File: src/rtl/countdown_sequencer.sv
// countdown_sequencer: loadable N-bit down-counter with start/stop/pause
// control, optional auto-reload on terminal count, a one-cycle done pulse
// and a saturating count of auto-reloads since the last start.
module countdown_sequencer #(
  parameter int N = 4
) (
  input  logic         clk,
  input  logic         rst,
  input  logic         start,
  input  logic         stop,
  input  logic         pause,
  input  logic         auto_reload,
  input  logic [N-1:0] load_value,
  output logic [N-1:0] count,
  output logic [1:0]   state,
  output logic         busy,
  output logic         done,
  output logic [7:0]   reload_cnt
);

  typedef enum logic [1:0] {
    IDLE   = 2'b00,
    RUN    = 2'b01,
    PAUSED = 2'b10,
    DONE   = 2'b11
  } state_t;

  localparam logic [N-1:0] ZERO = '0;
  localparam logic [N-1:0] ONE  = N'(1);

  state_t       state_q, state_d;
  logic [N-1:0] count_q, count_d;
  logic         done_q, done_d;
  logic [7:0]   rc_q, rc_d;

  // Decrement that stops at zero instead of wrapping to all-ones.
  function automatic logic [N-1:0] dec_floor(input logic [N-1:0] v);
    return (v == ZERO) ? ZERO : v - ONE;
  endfunction

  // Increment that holds at 255 once reached.
  function automatic logic [7:0] sat_inc8(input logic [7:0] v);
    return (v == 8'hFF) ? v : v + 8'd1;
  endfunction

  // Next-state and next-output decode; stop beats start beats pause.
  always_comb begin
    state_d = state_q;
    count_d = count_q;
    done_d  = 1'b0;
    rc_d    = rc_q;
    if (stop) begin
      state_d = IDLE;
      count_d = ZERO;
      rc_d    = 8'd0;
    end else if (start) begin
      count_d = load_value;
      rc_d    = 8'd0;
      if (load_value != ZERO) begin
        state_d = RUN;
      end else begin
        state_d = DONE;
        done_d  = 1'b1;
      end
    end else begin
      case (state_q)
        IDLE: begin
          count_d = ZERO;
        end
        RUN: begin
          if (pause) begin
            // Freeze on the pausing edge; the count is held as-is.
            state_d = PAUSED;
          end else if (count_q != ZERO) begin
            count_d = dec_floor(count_q);
          end else if (!auto_reload) begin
            state_d = DONE;
            done_d  = 1'b1;
          end else begin
            // Terminal count with reload: load_value is sampled on this edge.
            count_d = load_value;
            done_d  = 1'b1;
            rc_d    = sat_inc8(rc_q);
            if (load_value == ZERO) begin
              state_d = DONE;
            end
          end
        end
        PAUSED: begin
          // Resume without decrementing on the release edge.
          if (!pause) begin
            state_d = RUN;
          end
        end
        DONE: begin
          count_d = ZERO;
        end
        default: begin
          state_d = IDLE;
          count_d = ZERO;
        end
      endcase
    end
  end

  // State and output registers with synchronous reset.
  always_ff @(posedge clk) begin
    if (rst) begin
      state_q <= IDLE;
      count_q <= ZERO;
      done_q  <= 1'b0;
      rc_q    <= 8'd0;
    end else begin
      state_q <= state_d;
      count_q <= count_d;
      done_q  <= done_d;
      rc_q    <= rc_d;
    end
  end

  assign state      = state_q;
  assign count      = count_q;
  assign done       = done_q;
  assign reload_cnt = rc_q;
  assign busy       = (state_q == RUN) || (state_q == PAUSED);

endmodule
File: config.mk
export PLATFORM = sky130hd
export DESIGN_NAME = countdown_sequencer
export DESIGN_NICKNAME = d
export VERILOG_FILES = /design/src/rtl/countdown_sequencer.sv
export SDC_FILE = /design/constraint.sdc
export NUM_CORES = 1
export LEC_CHECK = 0
export CAP_MARGIN = 10
export CORE_UTILIZATION = 44
export CTS_CLUSTER_SIZE = 30
export DETAILED_ROUTE_END_ITERATION = 12
export PLACE_DENSITY = 0.85
export SLEW_MARGIN = 5
export SYNTH_ARGS = -nofsm -noshare
export SYNTH_HDL_FRONTEND = slang
export SYNTH_SLANG_ARGS = --single-unit
File: constraint.sdc
create_clock -name clk -period 4.7 [get_ports clk]
set_clock_uncertainty 0.15 [all_clocks]
set_input_delay 0.47 -clock clk [delete_from_list [all_inputs] [get_ports clk]]
set_output_delay 0.47 -clock clk [all_outputs]
set_load 0.05 [all_outputs]
# Yosys cells after proc, flatten, opt, wreduce, memory -nomap -nowiden
# Index checks and enable logic that the tools add are counted.
# word_totals
reg_bits,15
mem_bits_rw,0
mem_count,0
romBits,0
out_inout_bits,16
wordCells,51
latchBits,0
# op_classes
multipliers,0
eq_ne,9
n_reduce_logical,14
bitwise,3
n_lt_le_gt_ge,0
n_mux,19
add_sub_neg,2
shifts,0
n_div,0
# ops
op,n
2-to-1 mux 4 bit,5
2-to-1 mux 2 bit,7
adder 8 x 1 -> 8 bit (second input constant),1
== test 8 bit (second input constant),1
zero test 4 bit,2
inequality test 4 bit (second input constant),2
one-hot mux 4 bit (2 select lines),1
nonzero test 4 bit,2
inequality test 3 bit (second input constant),2
nonzero test 3 bit,2
2-to-1 mux 1 bit,5
inequality test 5 bit (second input constant),1
AND reduction 5 bit,1
== test 2 bit (second input constant),2
one-hot mux 2 bit (2 select lines),1
AND reduction 4 bit,1
OR reduction 2 bit,2
subtractor 4 x 1 -> 4 bit (second input constant),1
NOT 1 bit,3
AND reduction 3 bit,1
OR reduction 3 bit,1
== test 2 x 1 -> 1 bit (second input constant),1
zero test 2 bit,1
logical OR 1 bit,1

# Longest topological paths before layout
# Gate-level depths: netlist (run 1).
# logic_depth
depth_word,7
depth_mapped,7
depth_no_buf,6

# Worst setup path after synthesis (run 1)
# No wires, ideal clock.
# synth_timing
path_type,flip-flop to output port
from,"register state_q[0], in the netlist state[0]"
to,output port busy
path_slack_ns,2.612
arrival_time_ns,1.468
path_stages_with_launch,4
required_time_ns,4.080
path_cell_list,dfxtp_1 > inv_1 > ha_1 > inv_1
# synth_between
elab_chain_len,2
elab_cells_between_ends,3
# synth_rtl
element,line_no,source
start: declaration,31,"state_t state_q, state_d;"
start signal: assignment,114,state_q <= state_d;
== test 2 x 1 -> 1 bit / == test 2 bit (equally long branches),125,assign busy = (state_q == RUN) || (state_q == PAUSED);
logical OR 1 bit (*),125,
end: declaration,16,"output logic busy,"
# Mark *: on every way between the ends. The rest lies on a longest branch, timed or not.

# Final worst setup path (run 1)
# Same ends and word-level chain as after synthesis.

==> flow_summary.toml, run 1 <==
[run_status]
outcome = "finished, final reports clean"

[clock_tree]
cts-root-buf = "clkbuf_4"
cts_buffers = 3
cts_sinks = 15
cts-hold-fix-buffers = 0
cts.htree.levels = 1
post_cts_resize_count = 0
post-cts-setup-buffers = 0
cts_tree = "built"
insertion_delay_ps = 290
cts_buffer_depth = 2
clk_pin_slew_ps = 100

[grt]
grt_pass1_wl_um = 3730
grt_pass1_vias = 864
grtUsageTotal_pct = 19.8
grt.overflow.total = 0
grt_antenna_before_repair = 0
grt_max_degree = 19

[setup_path]
cpPeakStageDelay_ps = 820
arrival_ps = 2090
endpoint_kind = "output port"
cp_max_fo = 6
r2r_end = "reload_cnt[5]$_SDFFE_PP0P_"
cp-start-kind = "flip-flop"
worstReg2RegStart = "count[0]$_SDFFE_PP0P_"
rrSetupSlack_ps = 2210
cp.required_ps = 4080
slowest_stage = "clkdlybuf4s50_1"
critical_path_class = "reg2out"
crit_path_frequent_cell = "inv_1"
crit_chain = "inv_1 > ha_1 > inv_1 > clkdlybuf4s50_1"
reg2reg_depth = 6

[floorplan]
die-area_um2 = 2350
coreArea_um2 = 2000
initial_core_util_pct = 47.6
rows = 16
die_h_um = 48.5
die_w_um = 48.5
boundaryPins = 26

[timing]
maxSlewViolCount = 0
maxSlewHeadroom_pct = 51.4
fin_tns_setup_ps = 0
holdWs_ps = 363
tightest_slew_ps = 726
fmax_mhz = 369
finalSetupViolCount = 0
finalHoldViolCount = 0
rsz0062_at_grt = "no"
post-route-min-period_ps = 2710
post-route-period-util_pct = 57.6

[pwr]
cellPowerDensity_nw_per_um2 = 234
leakagePower_nw = 0.411
ir_worst_vdd_mv = 0.148

[placed_design]
hpwl_um = 1700
place.gp.congestion = 0.799
placed_area_um2 = 1200
numPortBuffers = 25
dp.cells = 164

[drt]
routed-via-count = 1015
wl_per_cell_um = 13.8
postRouteAntennaNets = 0
wl_um = 2310
drt-vias-per-instance = 6.04
dr.first_iter.drc_count = 25
route.detailed.drc = 0
first_pass_iters = 4

[worst_hold_path]
holdPathEnd = "reload_cnt[6]$_SDFFE_PP0P_"
hp-start = "reload_cnt[6]$_SDFFE_PP0P_"
hold_path_depth = 2
min_path_type = "reg2reg"

[finish]
nets = 157
layout_commonest_cell = "clkdlybuf4s50_1"
diodes = 0
fill_cells = 197
final_cell_mix = "clkdlybuf4s50_1, dfxtp_1, nor2_1, inv_1, nand2_1"
fin_cells = 168
stdcell_area_um2 = 1230
layout-drive-gt1-share_pct = 4.96
final_core_util_pct = 61.6
area_growth_pct = 29.4

[synth]
synth_top_family_by_area = "compound AO/OA/AOI/OAI gates"
ys_seq_area_share_pct = 31.5
ys_top_cells_by_area = "dfxtp_1, ha_1, o41ai_1"
synth_mux_area_share_pct = 1.05
ys_seq_elements = 15
synth.cell_area_um2 = 952
syn_area_per_cell_um2 = 8.21
synth_simple_gate_area_share_pct = 25.5
synth_compound_gate_area_share_pct = 27.1
yosysUniqueCellTypes = 40
synth_top_area_cell = "dfxtp_1"
synth-xor-area-share_pct = 1.84
netlist_instances = 116
yosysWarnings = 0
synthesis.nets = 131
yosys.area_share.adder_pct = 6.57
yosysTopAreaCellShare_pct = 31.5

[job]
drv_cap = 0
## Yosys cell counts, drive strengths merged
master,number
dfxtp,15
nor2,9
o21ai,9
inv,8
nand2,8
a21oi,6
a31oi,5
ha,5
nand3,4
nor4,4
o211ai,4
o41ai,4
buf,3
nor3b,3
or3,3
or4,3
a311oi,2
nor2b,2
nor3,2
o311ai,2
a211oi,1
a21boi,1
a221o,1
a22oi,1
and2,1
and3,1
and3b,1
clkbuf,1
mux2i,1
nand4,1
o22ai,1
o31ai,1
or4b,1
xnor2,1
xor2,1
## state kept, by name (all words and copies together) (netlist names)
signal,flops
reload_cnt,8
done,1
count,4
state,2
## layout make-up
cell class / count / area [um^2] / area share (%)
clock buffers: 3 / 22.5 / 1.83
repair buffers: 25 / 250 / 20.3
inverters: 8 / 30.0 / 2.44
clock inverters: 1 / 5.00 / 0.406
multi-input cells: 89 / 591 / 47.9
flip-flops and latches: 15 / 300 / 24.4
well taps: 27 / 33.8 / 2.74
## critical path, delay by kind of cell (launching register included)
family / cells / cell delay [ps]
adder cells (fa/ha/maj): 1 / 370
buffers and inverters: 3 / 1040
flip-flops: 1 / 390
## power by group
part,total [W],internal (W),switching [W]
sequential,0.000135,0.000130,0.00000469
combinational,0.0000753,0.0000289,0.0000464
clock,0.0000776,0.0000317,0.0000459
## metal layers
layer	GRT usage (%)	vias to the layer above	share of wire, %
met2	32.6	43	46
li1	-	494	-
met4	5.88	0	0.43
met3	3.14	2	6.0
met1	26.5	476	47
met5	0	-	0
## cells by family after synthesis
kind of cell               count (synthesis)
xor gates and xnor gates                   2
muxes                                      1
adders and majority gates                  5
AOI/OAI and AO/OA                         38
and+or+nand+nor                           43
buffers and inverters                     12
DFF                                       15
## metrics by stage
| step | total power, W | setup WS [ps] |
|---|---|---|
| 2_1_floorplan | 0.000188 | 2610 |
| 3_3_place_gp | 0.000210 | 2230 |
| 3_5_place_dp | 0.000212 | 2210 |
| 4_1_cts | 0.000286 | 2000 |
| 5_1_grt | 0.000304 | 1920 |
| 6_report | 0.000288 | 1990 |
## worst max path at each step
| stage | startpoint | endpoint | slack [ps] | depth (start not counted) |
|---|---|---|---|---|
| 6_report | state[0]$_SDFFE_PP0P_ | busy | 1990 | 4 |
| 5_1_grt | state[0]$_SDFFE_PP0P_ | busy | 1920 | 4 |
| 4_1_cts | state[0]$_SDFFE_PP0P_ | busy | 2000 | 4 |
| 3_5_place_dp | start | reload_cnt[4]$_SDFFE_PP0P_ | 2210 | 4 |
| 3_3_place_gp | start | reload_cnt[4]$_SDFFE_PP0P_ | 2230 | 4 |
| 2_1_floorplan | state[0]$_SDFFE_PP0P_ | busy | 2610 | 3 |
(Power assumes the default switching activity.)
==> inputs of run 2 (changes only) <==
Clock period 4.7 ns to 2.7 ns, I/O delays scaled along.
==> run 2 against run 1 <==
Die area stayed put. Highest routed layer unchanged. Via count shrank 0.20%. Cell count grew 1.2%. Largest cell class unchanged. Count of clock-buffer cells in the layout rose by 1. Combinational power up 82%. Sequential cell count unchanged. Non-clock buffer count grew 2.
==> flow_summary.toml, run 2 (synthesis gave the netlist of run 1 again) <==
[pwr]
ir_worst_vdd_mv = 0.234
leakagePower_nw = 0.417
p_total_w = 0.000504
cellPowerDensity_nw_per_um2 = 404

[placed_design]
placed_area_um2 = 1220
place.gp.congestion = 0.845
numPortBuffers = 25
hpwl_um = 1690

[clock_tree]
cts_buffers = 3
cts_sinks = 15
clk_pin_slew_ps = 90
cts-root-buf = "clkbuf_4"
post_cts_resize_count = 0
insertion_delay_ps = 290
cts_tree = "built"
cts.htree.levels = 1
cts-hold-fix-buffers = 0
cts_buffer_depth = 2
post-cts-setup-buffers = 0

[worst_hold_path]
holdPathEnd = "reload_cnt[6]$_SDFFE_PP0P_"
hold_path_depth = 2
min_path_type = "reg2reg"
hp-start = "reload_cnt[6]$_SDFFE_PP0P_"

[drt]
route.detailed.drc = 0
wl_um = 2290
first_pass_iters = 4
dr.first_iter.drc_count = 30
drt-vias-per-instance = 5.96
routed-via-count = 1013
wl_per_cell_um = 13.5
postRouteAntennaNets = 0

[floorplan]
initial_core_util_pct = 47.6
rows = 16
boundaryPins = 26
coreArea_um2 = 2000
die_w_um = 48.5
die-area_um2 = 2350
die_h_um = 48.5

[timing]
finalSetupViolCount = 0
rsz0062_at_grt = "no"
maxSlewHeadroom_pct = 66.3
finalHoldViolCount = 0
tightest_slew_ps = 504
post-route-min-period_ps = 2470
fmax_mhz = 406
maxSlewViolCount = 0
post-route-period-util_pct = 91.3
holdWs_ps = 360
fin_tns_setup_ps = 0

[finish]
diodes = 0
largest_reg_flops = 8
area_growth_pct = 30.9
final_cell_mix = "clkdlybuf4s50_1, dfxtp_1, nor2_1, inv_1, nand2_1"
layout-drive-gt1-share_pct = 5.59
layout_commonest_cell = "clkdlybuf4s50_1"
final_core_util_pct = 62.3
stdcell_area_um2 = 1250
nets = 159

[grt]
grt.overflow.total = 0
grtUsageTotal_pct = 21.2
grt_pass1_wl_um = 4020
grt_pass1_vias = 941
grt_antenna_before_repair = 0
grt_max_degree = 18

[setup_path]
worstReg2RegStart = "count[0]$_SDFFE_PP0P_"
crit_chain = "inv_1 > ha_1 > inv_1 > clkdlybuf4s50_1"
arrival_ps = 2050
reg2reg_depth = 6
cp_max_fo = 6
cpPeakStageDelay_ps = 810
path_buf_inv = 3
endpoint_kind = "output port"
r2r_end = "count[0]$_SDFFE_PP0P_"
cp-start-kind = "flip-flop"
rrSetupSlack_ps = 670
slowest_stage = "clkdlybuf4s50_1"
cp.required_ps = 2280
crit_path_frequent_cell = "inv_1"
critical_path_class = "reg2out"
crit_family = "buffers and inverters"

[job]
drv_cap = 0

[run_status]
outcome = "finished, final reports clean"
run 2: cell count changes in the layout (fill, tap and decap cells not counted):
cell	delta
buf_4	+2
clkbuf_1	+1
clkinv_2	-1
run 2: report_power, final:
group	leakage (nW)	switching (W)	internal [W]
clock	0.0150	0.0000747	0.0000575
sequential	0.122	0.00000787	0.000227
combinational	0.281	0.0000827	0.0000544
total	0.417	0.000165	0.000339
run 2: metrics by stage:
stage,setup WS (ps),instances
finish,234,170
global route,155,170
CTS,247,170
detailed placement,554,166
global placement,596,166
floorplan,616,116
run 2: worst max path at each step:
stage                                startpoint                         end  slack, ps  cells after the start
after detailed placement            auto_reload       count[0]$_SDFFE_PP0P_        550                      5
after CTS                 state[0]$_SDFFE_PP0P_                        busy        250                      4
final                     state[0]$_SDFFE_PP0P_                        busy        230                      4
after global placement    state[0]$_SDFFE_PP0P_                        busy        600                      4
after floorplan           state[0]$_SDFFE_PP0P_  reload_cnt[6]$_SDFFE_PP0P_        620                      5
after global routing      state[0]$_SDFFE_PP0P_                        busy        150                      4
run 2: per-layer routing:
metal | part of all wire [%] | global-route usage, %
met4 | 1.8 | 8.33
met3 | 5.1 | 3.77
met1 | 47 | 28.0
met5 | 0 | 0
met2 | 46 | 34.3
run 2: worst reg2reg max path, cell delays in order (launching register included):
cell and delay, ps:
dfxtp_1 370, inv_1 100, ha_1 180, or4b_1 450, a221o_1 420, o21ai_1 170, a31oi_1 60
run 2: final cells by class:
cell class                      count  area, um^2
Inverter                            8        30.0
Multi-Input combinational cell     89         591
Tap cell                           27        33.8
Sequential cell                    15         300
Fill cell                         174         756
Clock buffer                        4        26.3
Timing Repair Buffer               27         265
